**src/rtl/ddf_tag_demux_2f_pkg.sv**
```systemverilog
// Shared constants for the 2-flow DDF tag demultiplexer: tag encodings,
// default widths and the tag-bit position helper.
package ddf_tag_demux_2f_pkg;

  localparam logic TagFlow0 = 1'b0;
  localparam logic TagFlow1 = 1'b1;

  localparam int unsigned DefWidth    = 33;
  localparam int unsigned DefCntWidth = 16;

  typedef logic [1:0] occ_t;

  localparam occ_t OccFull = 2'd2;

  // Tag sits in the MSB of the {tag, payload} word.
  function automatic int unsigned tag_bit(input int unsigned width);
    return width - 1;
  endfunction

endpackage

```
**src/rtl/ddf_tag_demux_2f_if.sv**
```systemverilog
// Bus bundle of the tag demux: input FIFO side, two output FIFO sides, status.
interface ddf_tag_demux_2f_if #(
  parameter int unsigned WIDTH     = 33,
  parameter int unsigned CNT_WIDTH = 16
);

  logic                 in_empty;
  logic [WIDTH-1:0]     in_data;
  logic                 in_read;
  logic                 out0_full;
  logic                 out0_wr;
  logic [WIDTH-2:0]     out0_data;
  logic                 out1_full;
  logic                 out1_wr;
  logic [WIDTH-2:0]     out1_data;
  logic [CNT_WIDTH-1:0] cnt0;
  logic [CNT_WIDTH-1:0] cnt1;
  logic                 busy;

  modport slave (
    input  in_empty, in_data, out0_full, out1_full,
    output in_read, out0_wr, out0_data, out1_wr, out1_data, cnt0, cnt1, busy
  );

  modport master (
    output in_empty, in_data, out0_full, out1_full,
    input  in_read, out0_wr, out0_data, out1_wr, out1_data, cnt0, cnt1, busy
  );

endinterface

```
**src/rtl/ddf_tag_demux_2f_flow_buf.sv**
```systemverilog
// 2-entry circular buffer for one flow; pops into the flow's output FIFO
// whenever it is non-empty and the FIFO is not full, and counts the pops.
module ddf_tag_demux_2f_flow_buf
  import ddf_tag_demux_2f_pkg::*;
#(
  parameter int unsigned DW        = 32,
  parameter int unsigned CNT_WIDTH = 16
) (
  input  logic                 ck,
  input  logic                 rst,
  input  logic                 push_i,
  input  logic [DW-1:0]        push_data_i,
  input  logic                 full_i,
  output logic                 wr_o,
  output logic [DW-1:0]        data_o,
  output occ_t                 occ_o,
  output logic [CNT_WIDTH-1:0] cnt_o
);

  logic [DW-1:0]        mem_q [2];
  logic                 wr_ptr_q, wr_ptr_d;
  logic                 rd_ptr_q, rd_ptr_d;
  occ_t                 occ_q, occ_d;
  logic [CNT_WIDTH-1:0] cnt_q, cnt_d;
  logic                 pop;

  assign pop = (occ_q != 2'd0) & ~full_i;

  always_comb begin
    wr_ptr_d = push_i ? ~wr_ptr_q : wr_ptr_q;
    rd_ptr_d = pop ? ~rd_ptr_q : rd_ptr_q;
    cnt_d    = pop ? cnt_q + CNT_WIDTH'(1) : cnt_q;
    occ_d    = occ_q;
    // Push and pop together leave occupancy unchanged, even at 2.
    case ({push_i, pop})
      2'b10:   occ_d = occ_q + 2'd1;
      2'b01:   occ_d = occ_q - 2'd1;
      default: occ_d = occ_q;
    endcase
  end

  always_ff @(posedge ck or negedge rst) begin
    if (!rst) begin
      mem_q[0] <= '0;
      mem_q[1] <= '0;
      wr_ptr_q <= 1'b0;
      rd_ptr_q <= 1'b0;
      occ_q    <= 2'd0;
      cnt_q    <= '0;
    end else begin
      if (push_i) begin
        mem_q[wr_ptr_q] <= push_data_i;
      end
      wr_ptr_q <= wr_ptr_d;
      rd_ptr_q <= rd_ptr_d;
      occ_q    <= occ_d;
      cnt_q    <= cnt_d;
    end
  end

  assign wr_o   = pop;
  assign data_o = (occ_q != 2'd0) ? mem_q[rd_ptr_q] : '0;
  assign occ_o  = occ_q;
  assign cnt_o  = cnt_q;

endmodule

```
**src/rtl/ddf_tag_demux_2f.sv**
```systemverilog
// Consumer end of the 2-flow DDF accumulator stream: strips the tag and
// steers each payload into a per-flow buffer, stalling in order on a full flow.
module ddf_tag_demux_2f
  import ddf_tag_demux_2f_pkg::*;
#(
  parameter int unsigned WIDTH     = DefWidth,
  parameter int unsigned CNT_WIDTH = DefCntWidth
) (
  input  logic               ck,
  input  logic               rst,
  ddf_tag_demux_2f_if.slave  bus
);

  localparam int unsigned TagBit = tag_bit(WIDTH);

  logic tag;
  logic ok0, ok1;
  logic push0, push1;
  occ_t occ0, occ1;

  assign tag = bus.in_data[TagBit];

  // A full buffer still accepts when it pops on the same edge.
  assign ok0 = (occ0 != OccFull) | bus.out0_wr;
  assign ok1 = (occ1 != OccFull) | bus.out1_wr;

  // Only the head word is inspected, so a blocked flow stalls both flows.
  assign bus.in_read = rst & ~bus.in_empty & ((tag == TagFlow1) ? ok1 : ok0);
  assign push0       = bus.in_read & (tag == TagFlow0);
  assign push1       = bus.in_read & (tag == TagFlow1);

  ddf_tag_demux_2f_flow_buf #(
    .DW        (WIDTH - 1),
    .CNT_WIDTH (CNT_WIDTH)
  ) u_buf0 (
    .ck          (ck),
    .rst         (rst),
    .push_i      (push0),
    .push_data_i (bus.in_data[WIDTH-2:0]),
    .full_i      (bus.out0_full),
    .wr_o        (bus.out0_wr),
    .data_o      (bus.out0_data),
    .occ_o       (occ0),
    .cnt_o       (bus.cnt0)
  );

  ddf_tag_demux_2f_flow_buf #(
    .DW        (WIDTH - 1),
    .CNT_WIDTH (CNT_WIDTH)
  ) u_buf1 (
    .ck          (ck),
    .rst         (rst),
    .push_i      (push1),
    .push_data_i (bus.in_data[WIDTH-2:0]),
    .full_i      (bus.out1_full),
    .wr_o        (bus.out1_wr),
    .data_o      (bus.out1_data),
    .occ_o       (occ1),
    .cnt_o       (bus.cnt1)
  );

  assign bus.busy = (occ0 != 2'd0) | (occ1 != 2'd0);

endmodule

```
**src/flat_wrapper.sv**
```systemverilog
// flat-port wrapper written by rule: the top's interface ports become plain ports
module ddf_tag_demux_2f_flat import ddf_tag_demux_2f_pkg::*;
#(
  parameter int unsigned WIDTH     = DefWidth,
  parameter int unsigned CNT_WIDTH = DefCntWidth
)
  (ck, rst, bus_in_empty, bus_in_data, bus_out0_full, bus_out1_full, bus_in_read, bus_out0_wr, bus_out0_data, bus_out1_wr, bus_out1_data, bus_cnt0, bus_cnt1, bus_busy);
  ddf_tag_demux_2f_if #(.WIDTH(WIDTH), .CNT_WIDTH(CNT_WIDTH)) bus_i ();
  input  logic ck;
  input  logic rst;
  input wire logic [$bits(bus_i.in_empty)-1:0] bus_in_empty;
  input wire logic [$bits(bus_i.in_data)-1:0] bus_in_data;
  input wire logic [$bits(bus_i.out0_full)-1:0] bus_out0_full;
  input wire logic [$bits(bus_i.out1_full)-1:0] bus_out1_full;
  output wire logic [$bits(bus_i.in_read)-1:0] bus_in_read;
  output wire logic [$bits(bus_i.out0_wr)-1:0] bus_out0_wr;
  output wire logic [$bits(bus_i.out0_data)-1:0] bus_out0_data;
  output wire logic [$bits(bus_i.out1_wr)-1:0] bus_out1_wr;
  output wire logic [$bits(bus_i.out1_data)-1:0] bus_out1_data;
  output wire logic [$bits(bus_i.cnt0)-1:0] bus_cnt0;
  output wire logic [$bits(bus_i.cnt1)-1:0] bus_cnt1;
  output wire logic [$bits(bus_i.busy)-1:0] bus_busy;
  assign bus_i.in_empty = bus_in_empty;
  assign bus_i.in_data = bus_in_data;
  assign bus_i.out0_full = bus_out0_full;
  assign bus_i.out1_full = bus_out1_full;
  assign bus_in_read = bus_i.in_read;
  assign bus_out0_wr = bus_i.out0_wr;
  assign bus_out0_data = bus_i.out0_data;
  assign bus_out1_wr = bus_i.out1_wr;
  assign bus_out1_data = bus_i.out1_data;
  assign bus_cnt0 = bus_i.cnt0;
  assign bus_cnt1 = bus_i.cnt1;
  assign bus_busy = bus_i.busy;
  ddf_tag_demux_2f #(.WIDTH(WIDTH), .CNT_WIDTH(CNT_WIDTH)) u_core (.ck(ck), .rst(rst), .bus(bus_i));
endmodule
```
**config.mk**
```make
export PLATFORM = sky130hd
export DESIGN_NAME = ddf_tag_demux_2f_flat
export DESIGN_NICKNAME = d
export VERILOG_FILES = /design/src/rtl/ddf_tag_demux_2f_pkg.sv /design/src/rtl/ddf_tag_demux_2f_if.sv /design/src/rtl/ddf_tag_demux_2f_flow_buf.sv /design/src/rtl/ddf_tag_demux_2f.sv /design/src/flat_wrapper.sv
export SDC_FILE = /design/constraint.sdc
export NUM_CORES = 1
export LEC_CHECK = 0
export CAP_MARGIN = 10
export CORE_MARGIN = 2
export CORE_UTILIZATION = 56
export CTS_CLUSTER_SIZE = 10
export DETAILED_ROUTE_END_ITERATION = 16
export PLACE_DENSITY = 0.86
export RECOVER_POWER = 25
export SYNTH_ARGS = -nofsm -noshare
export SYNTH_HDL_FRONTEND = slang
export SYNTH_SLANG_ARGS = --single-unit
```
**constraint.sdc**
```tcl
create_clock -name ck -period 3.5 [get_ports ck]
set_input_delay 1.05 -clock ck [delete_from_list [all_inputs] [get_ports ck]]
set_output_delay 1.05 -clock ck [all_outputs]
set_load 0.01 [all_outputs]
```
### After elaboration in Yosys (flattened, before gate mapping)

Index checks and enable logic that the tools add are counted.

| storage, ports and cells | value |
|---|---|
| bits in registers | 168 |
| input bits | 38 |
| output and inout bits | 100 |

| operators by class | value |
|---|---|
| reductions and logical operators | 6 |
| bitwise logic cells | 21 |
| $lt $le $gt $ge | 6 |
| equal/unequal tests | 6 |
| multiplexer cells | 17 |
| add/subtract/negate cells | 6 |

Operators by type and width:

| operator | number |
|---|---|
| $mux W32 | 10 |
| $bwmux W64 | 2 |
| $demux W32 S1 | 2 |
| $add A16 B1 Y16 const B | 2 |
| $ge A2 B2 Y1 const B | 4 |
| $not A1 Y1 | 8 |
| $not A1 Y2 | 4 |
| $pmux W2 S2 | 2 |
| $reduce_bool A2 Y1 | 4 |
| $and A1 B1 Y1 | 6 |
| $add A2 B1 Y2 const B | 2 |
| $eq A2 B1 Y1 const B | 2 |
| $eq A2 B2 Y1 const B | 2 |
| $lt A2 B1 Y1 const B | 2 |
| $ne A2 B2 Y1 const B | 2 |
| $sub A2 B1 Y2 const B | 2 |
| $or A1 B1 Y1 | 3 |
| $logic_and A1 B1 Y1 | 2 |
| $mux W1 | 1 |

### Longest topological paths before layout

| depth | value |
|---|---|
| word-level depth | 8 |
| gate-level depth with buffers | 7 |
| depth with buffers taken out | 7 |

### Cells and area by module

Synthesis repeated with hierarchy kept, for this count alone.

| second synthesis, totals | value |
|---|---|
| cell total of the unflattened synthesis | 565 |
| area total of the unflattened synthesis | 7,547.2 µm² |

Modules (own cells, without submodules):

| module | cells each | times used | area an instance (µm²) |
|---|---|---|---|
| ddf_tag_demux_2f_flow_buf at u_core.u_buf0 | 280 | 1 | 3,783.6 |
| ddf_tag_demux_2f_flow_buf at u_core.u_buf1 | 277 | 1 | 3,711.1 |
| ddf_tag_demux_2f | 8 | 1 | 52.6 |

### Worst setup path before layout

Ideal clock, no wire load.

| path | value |
|---|---|
| path type | input to output |
| start point | in bus_out0_full |
| end point | out bus_in_read |
| data arrival time | 1.497 ns |
| stages | 4 |
| required time | 2.450 ns |
| path buffers | 0 |
| path slack | 0.953 ns |
| cells stage by stage | and3b_1 -> nor2_1 -> a21oi_1 -> nor2_1 |

| on the way | value |
|---|---|
| longest elaborated chain between the ends | 5 |

RTL lines:

| element | RTL line | source |
|---|---|---|
| start: declaration | flat_wrapper.sv:13 | `input wire logic [$bits(bus_i.out0_full)-1:0] bus_out0_full;` |
| $not A1 Y1 | ddf_tag_demux_2f_flow_buf.sv:27 | `assign pop = (occ_q != 2'd0) & ~full_i;` |
| $and A1 B1 Y1 | ddf_tag_demux_2f_flow_buf.sv:27 |  |
| $or A1 B1 Y1 | ddf_tag_demux_2f.sv:24 | `assign ok0 = (occ0 != OccFull) \| bus.out0_wr;` |
| $mux W1 | ddf_tag_demux_2f.sv:28 | `assign bus.in_read = rst & ~bus.in_empty & ((tag == TagFlow1) ? ok1 : ok0);` |
| $and A1 B1 Y1 | ddf_tag_demux_2f.sv:28 |  |
| end: declaration | flat_wrapper.sv:15 | `output wire logic [$bits(bus_i.in_read)-1:0] bus_in_read;` |

No other way between the ends.

### Worst setup path in the final report

Ends and elaborated chain as after synthesis.

==> metrics.yaml <==
status: "finished with violations"
violations: "max-capacitance violations, max-slew violations"
cts_setup_buffers: 0
syn_inst: 565
vdd_drop_max_mv: 0.5218
utilization: 0.7370
synth-seq-cells: 168
crit_path_end: "bus_in_read"
p_int_mw: 6.218
die-area_um2: 14270
slowest_stage: "clkdlybuf4s50_1"
hold_viol_final: 0
skew_ps: 4.404
wl_per_cell_um: 18.24
p_comb_frac: 0.446
hold_buffers: 0
rrSetupSlack_ps: 1390
cts_tree: "done"
synth_nets: 607
clk_pin_slew_ps: 60
grt_pass1_wl_um: 26930
slowest_delay_ps: 520
stdcell_count: 902
antenna_found_initial: 0
vias: 4966
clock-root-buffer: "clkbuf_16"
power_density_nw_per_um2: 956.5
overflow: 0
syn_avg_cell_area_um2: 13.21
setup-violations-final: 0
ys.flop_type: "dfrtp_1"
critPathKind: "primary input to output pin"
grt_max_degree: 169
fp-row-count: 42
antenna_left: 0
final_cell_mix: "dfrtp_1 (166), clkdlybuf4s50_1 (135), mux2_2 (98)"
gp_congestion: 0.8460
period_needed_ps: 3426
p_sw_mw: 3.044
n_antenna_cell: 0
drt_wl_total_um: 16450
worst_r2r_path_depth: 7
dpl-instance-area_um2: 9154
start_util: 0.5683
fp.dieH_um: 119.5
final_common_cell: "dfrtp_1"
synthDistinctLibCells: 31
drt-pass1-iter-count: 6
grt_pass1_vias: 5307
port_buffers: 137
yosysTopAreaCellShare: 0.5631
critPathTopFamily: "buffers and inverters"
maxCapViolations: 1
power.leakage_nw: 4.311
yosysTopAreaCell: "dfrtp_1"
drtIter0Drc: 365
critPathMaxFanout: 3
max_slew_margin: -0.4886
drc: 0
drive_above_1_share: 0.2149
grt_usage: 0.2446
placed_cells: 872
dieWidth_um: 119.5
cts_buffer_depth: 2
timing.fmax_mhz: 291.9
rsz0062_at_grt: "false"
tightest_slew_ps: 2233
synthTopCellsByArea: "dfrtp_1 (56%), mux2_2 (15%), mux2i_1 (8.6%)"
crit_start: "bus_out0_full"
r2r-end: "u_core.u_buf0.mem_q[55]"
syn_area_um2: 7466
clkSinkCount: 168
power.total_mw: 9.262
power_frac_clock: 0.186
num_io_pins: 138
worstPathArrival_ps: 2380
cp_common_cell: "nor2_1"
ys_warn_count: 0
hold_path_class: "register to register"
stdcell_area_um2: 9683
via_per_inst: 5.506
pwr-share-seq: 0.368
h-tree-depth: 4
synthToLayoutAreaGrowth_pct: 29.70
ctsResizeCount: 1
nets: 757
critPathRequiredTime_ps: 2450
worstSetupEndpointType: "output pin"
path_depth: 6
cp_num_buf_inv: 2
r2r-start: "u_core.u_buf0.occ_o[0]"
timing.final.crit_share: 0.9788
hpwl_um: 10950
crit_chain: "clkdlybuf4s50_1, and3b_1, nor2_1, a21oi_1, nor2_1, dlygate4sd2_1"
slew_viol_final: 169
ys_seq_area_frac: 0.5631
numCtsBuffers: 17
synthArstFlopShare: 1.000
clock_latency_ps: 410
swShare: 0.3287
synth-edff-count: 0
core_um2: 13140
cp-start-kind: "primary input"
[cells by family (layout without fill, tap and decap cells)]
| kind of cell | Yosys count | count (layout) | share of synthesized area |
|---|---|---|---|
| multiplexers | 194 | 194 | 0.2819 |
| flip-flops | 168 | 168 | 0.5631 |
| AND/OR/NAND/NOR | 128 | 128 | 0.07961 |
| XOR/XNOR | 40 | 40 | 0.04693 |
| buffers and inverters | 29 | 190 | 0.01977 |
| adder cells (fa/ha/maj) | 4 | 4 | 0.006704 |
| AO/OA/AOI/OAI | 2 | 2 | 0.002010 |
[worst min-delay path by stage]
| stage | endpoint | cells after the start | startpoint | slack, ps |
|---|---|---|---|---|
| floorplan | u_core.u_buf0.mem_q[33] | 1 | u_core.u_buf0.mem_q[33] | 460 |
| global placement | u_core.u_buf1.cnt_o[15] | 1 | u_core.u_buf1.cnt_o[15] | 460 |
| detailed placement | u_core.u_buf1.cnt_o[15] | 1 | u_core.u_buf1.cnt_o[15] | 470 |
| CTS | u_core.u_buf1.cnt_o[15] | 1 | u_core.u_buf1.cnt_o[15] | 480 |
| global route | u_core.u_buf0.mem_q[48] | 1 | u_core.u_buf0.mem_q[48] | 490 |
| finish | u_core.u_buf1.cnt_o[15] | 1 | u_core.u_buf1.cnt_o[15] | 480 |
[layout make-up]
cell class,instances,area (um2)
clock buffers,27,503.0
flip-flops and latches,168,4207
inverters,2,7.507
repair buffers,158,1567
fillers,904,3455
clock inverters,3,40.04
multi-input cells,368,3139
well taps,176,220.2
[worst reg2reg max path: cells and delay by family (launching register included)]
| family | cells | cell delay [ps] |
|---|---|---|
| and+or+nand+nor | 3 | 610 |
| muxes | 1 | 380 |
| DFF | 1 | 470 |
| buffers and inverters | 3 | 530 |
[metrics by stage]
stage	worst slack, ps	TNS, ps	hold WS [ps]
after global routing	73.73	0	494.6
after global placement	-49.17	-49.17	460.0
final	74.28	0	476.6
after CTS	89.79	0	478.4
after detailed placement	-130.7	-130.7	471.0
after floorplan	953.5	0	457.4
[cell usage after synthesis (all sizes together) (2+ instances only)]
library cell	number
ha	4
xnor2	28
nand2	16
nand3	6
xor2	12
nor3	4
inv	2
and3	4
nor4	4
mux2i	64
dfrtp	168
clkbuf	8
nand4	12
nand2b	2
nor2	75
buf	19
mux2	130
[sequential cells by signal, summed over array words and instances, names as in the netlist]
name,count
u_core.u_buf0.rd_ptr_q,1
u_core.u_buf1.cnt_o,16
u_core.u_buf1.mem_q,64
u_core.u_buf0.cnt_o,16
u_core.u_buf1.wr_ptr_q,1
u_core.u_buf0.occ_o,2
u_core.u_buf1.occ_o,2
u_core.u_buf0.wr_ptr_q,1
u_core.u_buf0.mem_q,64
u_core.u_buf1.rd_ptr_q,1
[layer usage]
layer	part of all wire	global-route usage	vias up
li1	-	-	2251
met1	0.42	0.3047	2559
met2	0.53	0.4225	126
met3	0.036	0.04837	30
met4	0.020	0.09265	0
met5	0	0	-
[power by group through the flow]
| stage | clock network, mW | registers (mW) | logic (mW) |
|---|---|---|---|
| 4_1_cts | 1.76 | 3.40 | 4.18 |
| 6_report | 1.73 | 3.40 | 4.13 |
| 3_3_place_gp | 0 | 3.33 | 4.04 |
| 3_5_place_dp | 0 | 3.42 | 4.15 |
| 5_1_grt | 1.85 | 3.50 | 4.45 |
| 2_1_floorplan | 0 | 3.23 | 2.23 |
(Power assumes the default switching activity.)
